$ cat config.mk
export PLATFORM = sky130hd
export DESIGN_NAME = rc4_ksa
export DESIGN_NICKNAME = d
export VERILOG_FILES = /design/src/rtl/rc4_ksa.sv
export SDC_FILE = /design/constraint.sdc
export NUM_CORES = 1
export LEC_CHECK = 0
export CAP_MARGIN = 0
export CORE_UTILIZATION = 35
export CTS_BUF_LIST = sky130_fd_sc_hd__clkbuf_4 sky130_fd_sc_hd__clkbuf_8
export DETAILED_ROUTE_END_ITERATION = 10
export GPL_TIMING_DRIVEN = 0
export PLACE_DENSITY_LB_ADDON = 0.15
export SLEW_MARGIN = 30
export SYNTH_ARGS = -nofsm -noshare
export SYNTH_HDL_FRONTEND = slang
export SYNTH_SLANG_ARGS = --single-unit
export TNS_END_PERCENT = 5
$ cat constraint.sdc
create_clock -name clk -period 3.4 [get_ports clk]
set_input_delay 0.68 -clock clk [delete_from_list [all_inputs] [get_ports clk]]
set_output_delay 0.68 -clock clk [all_outputs]
set_load 0.005 [all_outputs]
$ cat src/rtl/rc4_ksa.sv
// RC4 key-scheduling engine: fills S with the identity, then runs the KSA swap
// loop over a single-port S-RAM with one-cycle read latency.
module rc4_ksa #(
  parameter int unsigned KEY_LENGTH = 3
) (
  input  logic                      clk,
  input  logic                      reset_n,
  input  logic                      start,
  input  logic [8*KEY_LENGTH-1:0]   key,
  input  logic [7:0]                q,
  output logic [7:0]                address,
  output logic [7:0]                data,
  output logic                      wren,
  output logic                      done
);

  localparam int unsigned KW  = 8 * KEY_LENGTH;
  localparam int unsigned KIW = (KEY_LENGTH > 1) ? $clog2(KEY_LENGTH) : 1;

  typedef enum logic [3:0] {
    IDLE,
    INIT_WR,
    SH_RD_I,
    SH_CAP_I,
    SH_RD_J,
    SH_CAP_J,
    SH_WR_I,
    SH_WR_J,
    SH_NEXT,
    DONE
  } state_e;

  state_e          state_q, state_d;
  logic [7:0]      i_q, i_d;
  logic [7:0]      j_q, j_d;
  logic [7:0]      si_q, si_d;
  logic [7:0]      sj_q, sj_d;
  logic [KIW-1:0]  kidx_q, kidx_d;
  logic [KW-1:0]   key_q, key_d;
  logic [7:0]      addr_q, addr_d;
  logic [7:0]      data_q, data_d;
  logic            wren_q, wren_d;
  logic            done_q, done_d;
  logic [7:0]      key_byte;

  // Select key byte kidx_q; byte 0 sits in the most significant position.
  always_comb begin
    key_byte = '0;
    for (int unsigned k = 0; k < KEY_LENGTH; k++) begin
      if (kidx_q == KIW'(k)) key_byte = key_q[8*(KEY_LENGTH-1-k) +: 8];
    end
  end

  // Next-state and datapath updates, then registered-output decode of the next state.
  always_comb begin
    state_d = state_q;
    i_d     = i_q;
    j_d     = j_q;
    si_d    = si_q;
    sj_d    = sj_q;
    kidx_d  = kidx_q;
    key_d   = key_q;
    addr_d  = '0;
    data_d  = '0;
    wren_d  = 1'b0;
    done_d  = 1'b0;

    case (state_q)
      IDLE: begin
        if (start) begin
          key_d   = key;
          i_d     = '0;
          j_d     = '0;
          state_d = INIT_WR;
        end
      end
      INIT_WR: begin
        if (i_q == 8'd255) begin
          i_d     = '0;
          kidx_d  = '0;
          state_d = SH_RD_I;
        end else begin
          i_d = i_q + 8'd1;
        end
      end
      SH_RD_I:  state_d = SH_CAP_I;
      SH_CAP_I: begin
        si_d    = q;
        j_d     = j_q + q + key_byte;
        state_d = SH_RD_J;
      end
      SH_RD_J:  state_d = SH_CAP_J;
      SH_CAP_J: begin
        sj_d    = q;
        state_d = SH_WR_I;
      end
      SH_WR_I:  state_d = SH_WR_J;
      SH_WR_J:  state_d = SH_NEXT;
      SH_NEXT: begin
        if (i_q == 8'd255) begin
          state_d = DONE;
        end else begin
          i_d     = i_q + 8'd1;
          kidx_d  = (kidx_q == KIW'(KEY_LENGTH - 1)) ? '0 : kidx_q + KIW'(1);
          state_d = SH_RD_I;
        end
      end
      DONE: begin
        if (!start) state_d = IDLE;
      end
      default: state_d = IDLE;
    endcase

    case (state_d)
      INIT_WR: begin
        addr_d = i_d;
        data_d = i_d;
        wren_d = 1'b1;
      end
      SH_RD_I, SH_CAP_I: addr_d = i_d;
      SH_RD_J, SH_CAP_J: addr_d = j_d;
      SH_WR_I: begin
        addr_d = i_d;
        data_d = sj_d;
        wren_d = 1'b1;
      end
      SH_WR_J: begin
        addr_d = j_d;
        data_d = si_d;
        wren_d = 1'b1;
      end
      DONE:    done_d = 1'b1;
      default: ;
    endcase
  end

  // State, datapath and output registers.
  always_ff @(posedge clk or negedge reset_n) begin
    if (!reset_n) begin
      state_q <= IDLE;
      i_q     <= '0;
      j_q     <= '0;
      si_q    <= '0;
      sj_q    <= '0;
      kidx_q  <= '0;
      key_q   <= '0;
      addr_q  <= '0;
      data_q  <= '0;
      wren_q  <= 1'b0;
      done_q  <= 1'b0;
    end else begin
      state_q <= state_d;
      i_q     <= i_d;
      j_q     <= j_d;
      si_q    <= si_d;
      sj_q    <= sj_d;
      kidx_q  <= kidx_d;
      key_q   <= key_d;
      addr_q  <= addr_d;
      data_q  <= data_d;
      wren_q  <= wren_d;
      done_q  <= done_d;
    end
  end

  assign address = addr_q;
  assign data    = data_q;
  assign wren    = wren_q;
  assign done    = done_q;

endmodule

# Word-level counts from Yosys, hierarchy flattened
# Index checks and enable logic that the tools add are counted.
# Widths: inputs -> output; s select.
# classes
add_sub_neg,4
eq_ne,22
mux,24
reduce_logical,8
# op_table
op,count
$mux 8,9
$pmux 8 s3,2
$pmux 4 s10,1
$eq 4x3->1 const B,8
$pmux 8 s2,2
$add 8x8->8,2
$eq 4x2->1 const B,4
$mux 4,4
$eq 4x4->1 const B,3
$add 8x1->8 const B,1
$eq 4x1->1 const B,2
$eq 8x8->1 const B,1
$mux 2,3
$reduce_or 3->1,2
$logic_not 4->1,1
$ne 2x2->1 const B,2
$pmux 2 s2,1
$reduce_or 4->1,1
$reduce_and 3->1,1
$add 2x1->2 const B,1
$eq 2x1->1 const B,1
$eq 2x2->1 const B,1
$logic_not 2->1,1
$mux 1,2
other kinds (2),2
# totals
register_bits,80
inputBits,35
elab_cells,69

# Logic depth before layout (Yosys ltp)
# logic_depth
ltp_word,7
mapped_depth,14
mapped_depth_nobuf,13

# Least setup slack after synthesis
# OpenSTA, ideal clock, no wires.
# synth_path
path_type,reg2reg
start,register kidx_q[0]
end,register j_q[7]
setup_ns,0.118
arrival_ns,2.927
t_required_ns,3.282
slack_ns,0.355
stages_incl_launch_ff,15
n_path_buf,1
synth_period_minus_slack_ns,3.045
path_cell_list,dfrtp_1 -> buf_1 -> nor2b_1 -> nand2_1 -> o21ai_0 -> fa_1 -> ha_1 -> inv_1 -> fa_1 -> nor2b_1 -> o31ai_1 -> a21oi_1 -> xnor2_1 -> a21o_1 -> nand2_1
# synth_via
elab_chain_len,6
# synth_lines
element,line,text
"start, declared",38,"logic [KIW-1:0] kidx_q, kidx_d;"
"start signal, assigned",157,kidx_q <= kidx_d;
$logic_not 2->1,50,if (kidx_q == KIW'(k)) key_byte = key_q[8*(KEY_LENGTH-1-k) +: 8];
$mux 8 (2 in series),50,
$mux 8 *,50,
$add 8x8->8 *,89,j_d = j_q + q + key_byte;
$pmux 8 s2 *,68,case (state_q)
net j_d[7],35,"logic [7:0] j_q, j_d;"
"end signal, assigned",154,j_q <= j_d;
"end, declared",35,
# Mark *: on every way through the listed nets, which the timed path passes. The rest lies on a longest branch.
# A chain may end at the register's enable or synchronous reset.

# Worst setup path after layout
# Ends and elaborated chain as after synthesis.

==> flow_summary.toml <==
[power_and_ir_drop]
ir_worst_vdd_uv = 296
p_leak_nw = 2.15
pwr_density_cell_mw_per_mm2 = 955

[clocking]
tritoncts.num_buffers = 9
clk_pin_slew_ns = 0.08
cts_tree = "done"
cts.sinks = 72
hold_buffer_count_at_cts = 0
worst_case_clock_buffer_depth = 2
clock_latency_ns = 0.35
post_cts_buffers = 0
h_tree_level_count = 3
cts_root_buffer = "clkbuf_8"

[floorplan]
effective_utilization_at_floorplan = 0.367
die_height_um = 107
ios = 53
die-width_um = 107
floorplan.die_area_mm2 = 0.0114
fp-row-count = 37
core_area_mm2 = 0.0105

[grt]
globalRouteTotalUtil = 0.181
grt_first_pass_wirelength_um = 15700
grt_max_degree = 39
first_global_vias = 3027
antenna_found_initial = 0
grt-ovfl-total = 0

[route]
detail_route.drc_violations = 0
detail_route.iter0.violations = 130
pre_repair_dr_iteration_count = 4
via_count = 3143
post_drt_wl_per_cell_um = 14.8
via_per_inst = 5.04
finalWirelength_um = 9260
detail-route-antenna-nets = 0

[logic_synthesis]
post_synth.cell_area_avg_um2 = 9.13
post_synth_num_cell_types = 52
yosys-top-cells-area = "dfrtp_1 47%, nand2_1 12%, fa_1 4.2%, o21ai_0 3.1%, ha_1 2.6%"
yosys_warnings = 0
synth-edff-count = 0
synth_seq_cells = 72
seq_area_frac_synth = 0.469
syn_inst = 421
share_of_synthesized_flip_flops_with_an_asynchronous_set_or_reset = 1.00
yosys-top-cells-count = "121 x nand2_1, 72 x dfrtp_1, 24 x o21ai_0"
area_fraction_of_the_dominant_cell_type_after_synthesis = 0.469
synthesis.area_mm2 = 0.00384
syn_nets = 472
yosys.cell_count.top_type = "nand2_1"
synth-main-ff-cell = "dfrtp_1"
synth_top_area_cell = "dfrtp_1"

[worst_setup_path]
worst-endpoint-arrival_ns = 3.31
path_class = "register to register"
end_kind = "register"
rrSetupSlack_ns = 0.33
worstSetupStartpointType = "register"
register_to_register_path_depth = 13
critPathMaxFanout = 12
worstPathRequired_ns = 3.63
critical_path.reg2reg.startpoint = "kidx_q[0]"
crit-reg2reg-capture = "j_q[7]"

[hold_path]
hold_class = "input port to async pin"

[timing]
setup_repair_after_global_routing_missed_its_margin = "no"
hold_slack_ns = 0.281
worst_pin_slew_ns = 0.590
final_min_period_over_clock_period = 0.904
maxSlewViolCount = 0
period_needed_ns = 3.07
max-slew-margin-rel = 0.605
finalHoldViolCount = 0
finalSetupViolations = 0
fmax_ghz = 0.325
skew_final_ns = 0.0112

[layout]
layout-drive-gt1-share = 0.0902
area_growth_syn_to_layout_pct = 23.4
nets_finish = 534
antenna_cells = 0
finish.instance_area_mm2 = 0.00474
finalCoreUtilization = 0.453
finish.cell_count_without_fillers = 624

[placement]
standard_cell_area_after_detailed_placement_mm2 = 0.00455
detailed_place_hpwl_um = 7020
dp.cells = 610
port_buffers = 52
gp_congestion = 0.798

[flow_run]
cap_violations = 0

[outcome]
run_status = "completed"
-- cell type report --
class	instances	area (um2)
Fill cell	1088	5720
Multi-Input combinational cell	312	1900
Sequential cell	72	1810
Timing Repair Buffer	53	538
Tap cell	136	170
Clock buffer	11	151
Buffer	24	104
Inverter	11	41.3
Clock inverter	5	31.3
-- layer usage --
layer | global-route usage | part of all wire
met3 | 0.0365 | 0.058
met5 | 0 | 0
met2 | 0.293 | 0.49
met4 | 0.0548 | 0.010
met1 | 0.243 | 0.44
-- registers in the layout, summed over array words and instances, names as in the netlist --
name / cells
key_q: 24
address: 8
data: 8
i_q: 8
j_q: 8
si_q: 8
state_q: 4
kidx_q: 2
done: 1
wren: 1
-- cells by family after synthesis --
logic type                 count (synthesis)  share of synthesized area
DFF                                       72                      0.469
muxes                                      9                     0.0238
xor gates and xnor gates                  12                     0.0274
AOI/OAI and AO/OA                         86                      0.155
adders and majority gates                 16                     0.0677
and+or+nand+nor                          189                      0.217
buffers and inverters                     37                     0.0397
-- layout by cell type (no fill, tap or decap), drive strengths merged, types with 2 or more instances in the layout --
master,synthesis,final
a21o,3,3
a21oi,12,12
a221o,2,2
a221oi,2,2
a22o,8,8
a22oi,8,8
a31oi,3,3
and3,4,4
buf,12,13
clkbuf,14,24
clkdlybuf4s50,0,51
clkinv,0,4
dfrtp,72,72
fa,8,8
ha,8,8
inv,11,11
mux2i,8,8
nand2,121,121
nand2b,4,4
nand3,13,13
nand4,2,2
nor2,21,21
nor2b,6,6
nor3,3,3
nor3b,3,3
o211ai,3,3
o21a,2,2
o21ai,28,28
o21bai,3,3
o22ai,7,7
o2bb2ai,2,2
or2,3,3
or3,2,2
or4b,2,2
xnor2,7,7
xor2,5,5
-- worst max-delay path by stage --
stage	from	to	slack [ns]	cells after the start
after global routing	kidx_q[0]	j_q[7]	0.03	13
after global placement	reset_n	key_q[18]	-0.98	1
final	kidx_q[0]	j_q[7]	0.33	13
after CTS	kidx_q[0]	address[7]	0.04	13
after detailed placement	kidx_q[0]	address[7]	-0.24	14
after floorplan	kidx_q[0]	j_q[7]	0.35	14
-- power by group --
part / switching, mW / internal, mW / total (mW)
clock network: 0.332 / 0.302 / 0.634
registers: 0.227 / 1.22 / 1.45
logic: 1.39 / 1.05 / 2.45
total: 1.95 / 2.58 / 4.53
-- worst max-delay path, stage by stage (launching register included) --
cell,delay [ns]
dfrtp_4,0.58
nor2b_4,0.22
nand2_1,0.07
o21ai_1,0.12
fa_1,0.45
ha_1,0.22
inv_1,0.07
fa_1,0.21
nor2b_1,0.08
o31ai_1,0.29
a21oi_1,0.16
xnor2_1,0.27
a21o_1,0.15
nand2_1,0.05
-- per-stage QoR --
stage | TNS, ns | setup WS, ns | total power, mW
floorplan | 0 | 0.355 | 3.16
global placement | -70.29 | -0.976 | 3.85
detailed placement | -0.638 | -0.242 | 3.91
CTS | 0 | 0.0431 | 4.55
global route | 0 | 0.0282 | 4.98
finish | 0 | 0.325 | 4.53
-- what timing repair did --
item	CTS	global route
resized for setup	1	5
endpoints found under the setup margin	4	4
pin swaps	0	0
cloned	0	0
(Power assumes the default switching activity.)
==> RTL edit 1, RTL diff (same settings) <==
`KEY_LENGTH`: 3 -> 2.
--- a/src/rtl/rc4_ksa.sv
+++ b/src/rtl/rc4_ksa.sv
@@ -3,3 +3,3 @@
 module rc4_ksa #(
-  parameter int unsigned KEY_LENGTH = 3
+  parameter int unsigned KEY_LENGTH = 2
 ) (
Ports: changed (resized key); port bits go from 53 to 45. No check against the original RTL was run, so the function may have changed too.
==> RTL edit 1 against the original RTL <==
  * Die area down 11%
  * Routed wire length down 12%
  * Worst setup slack worse by 0.020 ns
  * Count of clock-buffer cells in the layout down 1
  * Cell area down 10%
  * Non-clock buffer count down 15
  * Sequential cell count down 9
  * Synthesized area down 11%
  * Via count down 17%
  * Sequential share of layout area down 1.1 points
  * Clock skew down 0.0027 ns
  * Global-route usage down 0.11 points
  * Largest cell class unchanged
Power is not compared: it rests on default switching activity, and its combinational part moved more than twofold at a synthesized area within 25%.
==> RTL edit 1: results (changes against the original RTL) <==
| Metric | Value |
|---|---|
| Synth Area per Inst | `10.70 um2 (+17%)` |
| Final Routed Wirelength | `8.178 mm (-12%)` |
| Hpwl dp | `6.055 mm (-14%)` |
| Layout cells sized above 1 | `17.15% (+8.1 points)` |
| DP Area | `0.004041 mm2 (-11%)` |
| Layout clock area frac | `5.192% (+1.3 points)` |
| Initial DRC Count | `139 (+6.9%)` |
| Synth top area cells | `dfrtp_1 (46%), mux2_2 (7.6%), fa_1 (4.7%)` |
| Critical-path top delay cell | `dfrtp_1` |
| Synth cell count leaders | `dfrtp_1 (63), nand2_1 (42), mux2_2 (23)` |
| All-layer global routing usage | `17.96% (-0.11 points)` |
| Max Clock Skew | `0.008552 ns (-0.002662 ns)` |
| Multi-input combinational area share | `39.72% (-0.35 points)` |
| Distinct cells, synth | `57 (+9.6%)` |
| Status | `finished clean` |
| Max Fanout on Critical Path | `10 (-2)` |
| NonClk Buf Share | `13.46% (-0.068 points)` |
| Filler instances | `893 (-18%)` |
| Logic inverters | `10 (-1)` |
| Relative slew slack | `46.70% (-14 points)` |
| Core ar. | `0.009328 mm2 (-11%)` |
| Non-Filler Instances | `508 (-19%)` |
| DR pass1 iterations | `5 (+1)` |
| Post-Place Setup Slack | `0.08849 ns (+0.3308 ns)` |
| Xor and xnor area share after synthesis | `3.078% (+0.34 points)` |
| Max FFs per register | `16 (-33%)` |
| #MultiIn Comb | `228 (-27%)` |
| Port bufs | `44 (-15%)` |
| Nets | `417 (-22%)` |
| Post_cts resized | `0 (-1)` |
| Register area share after synthesis | `46.17% (-0.72 points)` |
| Post-synthesis compound-gate area fraction | `16.75% (+1.2 points)` |
| Final-layout clock buffer total | `10 (-1)` |
| GP Congestion | `0.8525 (+6.9%)` |
| Kind of cell adding the most delay to the critical path | `adder cells` |
| Via count | `2622 (-17%)` |
| Crit-path max cell delay | `0.63 ns (+0.05 ns)` |
| First-pass GRT wire length | `13.49 mm (-14%)` |
| Post-synthesis mux area share | `7.878% (+5.5 points)` |
| Largest net degree at the start of global routing | `44 (+13%)` |
| Buffers excl. clock | `62 (-19%)` |
## RTL edit 1: path summary, 6_finish.rpt
kind / startpoint / depth (start not counted) / end / slack, ns
setup / recovery: kidx_q / 10 / address[7] / 0.31
hold / removal: reset_n / 1 / done / 0.21
setup reg to reg: kidx_q / 10 / address[7] / 0.31
hold reg to reg: si_q[0] / 2 / si_q[0] / 0.48
max in group asynchronous: reset_n / 2 / j_q[7] / 2.67
min in group clk: si_q[0] / 2 / si_q[0] / 0.48
## RTL edit 1: power by group through the flow
stage | clock (mW) | sequential, mW | combinational, mW
after floorplan | 0 | 0.866 | 0.428
after global placement | 0 | 0.875 | 0.569
after detailed placement | 0 | 0.877 | 0.583
after CTS | 0.753 | 0.864 | 0.589
after global routing | 0.787 | 0.875 | 0.671
final | 0.729 | 0.864 | 0.588
## RTL edit 1: routing by layer
layer / GRT usage, % / routed length [um]
met4: 7.135 / 159
met2: 28.56 / 3844
met5: 0 / 0
met1: 23.53 / 3786
met3: 4.508 / 387
==> RTL edit 2, RTL diff (config.mk and constraints unchanged) <==
Made on the original files. Register the inputs `start`, `key` and `q` before use, with the module's reset. The logic sees them one clock later.
--- a/src/rtl/rc4_ksa.sv
+++ b/src/rtl/rc4_ksa.sv
@@ -31,2 +31,18 @@
   } state_e;
+
+  logic start_q;
+  logic [8*KEY_LENGTH-1:0] key_r;
+  logic [7:0] q_q;
+
+  always_ff @(posedge clk or negedge reset_n) begin
+    if (!reset_n) begin
+      start_q <= '0;
+      key_r   <= '0;
+      q_q     <= '0;
+    end else begin
+      start_q <= start;
+      key_r   <= key;
+      q_q     <= q;
+    end
+  end
 
@@ -69,4 +85,4 @@
       IDLE: begin
-        if (start) begin
-          key_d   = key;
+        if (start_q) begin
+          key_d   = key_r;
           i_d     = '0;
@@ -87,4 +103,4 @@
       SH_CAP_I: begin
-        si_d    = q;
-        j_d     = j_q + q + key_byte;
+        si_d    = q_q;
+        j_d     = j_q + q_q + key_byte;
         state_d = SH_RD_J;
@@ -93,3 +109,3 @@
       SH_CAP_J: begin
-        sj_d    = q;
+        sj_d    = q_q;
         state_d = SH_WR_I;
@@ -108,3 +124,3 @@
       DONE: begin
-        if (!start) state_d = IDLE;
+        if (!start_q) state_d = IDLE;
       end
Behaviour: not the same (a bounded check fails within 4 cycles, from zero or initial values and one cycle with reset_n low).
==> RTL edit 2 against the original RTL <==
  * Non-clock buffer count did not move
  * Synthesized area is 21% higher
  * Routed wire length rose by 9.1%
  * Critical path type unchanged
  * Sequential cell count up 33
  * Cell area up 19%
  * Worst setup slack worse by 0.17 ns
Power is not compared: it rests on default switching activity, and its combinational part moved more than twofold at a synthesized area within 25%.
==> RTL edit 2: results (changes against the original RTL) <==
| Metric | Value |
|---|---|
| Postcts setup bufs | `0 (unchanged)` |
| GP Congestion | `0.8808 (+10%)` |
| Switching share of power | `29.63%` |
| Status | `finished clean` |
| Max Fanout on Critical Path | `12 (unchanged)` |
| Filler instances | `1263 (+16%)` |
| Num CTS Buffers | `9 (unchanged)` |
| Post-synth top area share | `56.32% (+9.4 points)` |
| Synth cell count leaders | `nand2_1 (126), dfrtp_1 (105), clkbuf_1 (17), o21ai_0 (17), nor2_1 (16)` |
| Reg2Reg Setup Slack | `0.16 ns (-0.17 ns)` |
| Worst Setup SP | `kidx_q[0]` |
| Clk pwr share | `between 20% and 30%` |
| First-pass GRT wire length | `17.15 mm (+9.4%)` |
| Max Clock Skew | `0.01410 ns (+0.002885 ns)` |
| Fmax | `308.6 MHz (-5.1%)` |
| WP data arrival | `3.58 ns (+0.27 ns)` |
| Via count | `3402 (+8.2%)` |
| Largest net degree at the start of global routing | `60 (+54%)` |
| Nets | `569 (+6.6%)` |
| Synth async-reset ratio | `100.0% (unchanged)` |
| Post-Place Setup Slack | `-0.2783 ns (-0.03593 ns)` |
| All-layer global routing usage | `16.29% (-1.8 points)` |
| Syn. warnings | `0 (unchanged)` |
| Post-synthesis compound-gate area fraction | `12.31% (-3.2 points)` |
| Reg-to-Reg End | `address[7]` |
| R2R depth | `12 (-1)` |
| Post-synthesis mux area share | `2.172% (-0.20 points)` |
| Hpwl dp | `7.586 mm (+8.0%)` |
| Post-synthesis adder-cell area fraction | `5.578% (-1.2 points)` |
| Kind of cell adding the most delay to the critical path | `adder cells` |
| Relative slew slack | `61.34% (+0.89 points)` |
| DR pass1 iterations | `4 (unchanged)` |
| Final Routed Wirelength | `10.10 mm (+9.1%)` |
| Layout cells sized above 1 | `7.075% (-1.9 points)` |
| Synth top area cells | `dfrtp_1 (56%), nand2_1 (10%), fa_1 (3.4%)` |
| Ant diodes | `0 (unchanged)` |
| Placed cell count | `681 (+12%)` |
| Worst-Skew Late Latency | `0.40 ns (+0.05 ns)` |
| Register area share after synthesis | `56.32% (+9.4 points)` |
| DP Area | `0.005430 mm2 (+19%)` |
| Biggest regs | `key_q (24), key_r (24)` |
| Synth Area per Inst | `10.23 um2 (+12%)` |
| Post-Syn Nets | `507 (+7.4%)` |
| Xor and xnor area share after synthesis | `1.689% (-1.0 points)` |
| Reg power frac | `between 40% and 50%` |
| Worst Hold Margin | `0.1902 ns (-0.09125 ns)` |
| Clock Pin Slew Worst Setup and Hold Paths | `0.10 ns (+0.02 ns)` |
| Routed wire length per instance | `14.54 um (-2.1%)` |
| Min-Delay Path Class | `input pin to async pin` |
| Initial DRC Count | `196 (+51%)` |
| Distinct cells, synth | `58 (+12%)` |
==> RTL edit 2: layout make-up <==
type	instances	area, um2	area share (%)
flip-flops and latches	105	2633	46.63
multi-input cells	311	1881	33.31
repair buffers	53	549.3	9.730
well taps	172	215.2	3.812
clock buffers	12	158.9	2.815
plain buffers	24	105.1	1.862
inverters	14	52.55	0.9309
clock inverters	4	51.30	0.9087
==> RTL edit 2: worst register-to-register path, delay by kind of cell (launching register included) <==
family / cells / cell delay [ns]
fa+ha+maj: 3 / 0.92
simple gates: 3 / 0.50
buf+inv: 1 / 0.07
compound gates: 3 / 0.76
flops: 1 / 0.59
mux: 1 / 0.16
xor+xnor: 1 / 0.18
==> RTL edit 2: layer usage <==
metal / part of all wire [%] / global-route usage, %
met3: 5.0 / 4.603
met2: 49 / 26.74
met1: 43 / 19.89
met5: 0 / 0
met4: 3.1 / 7.452
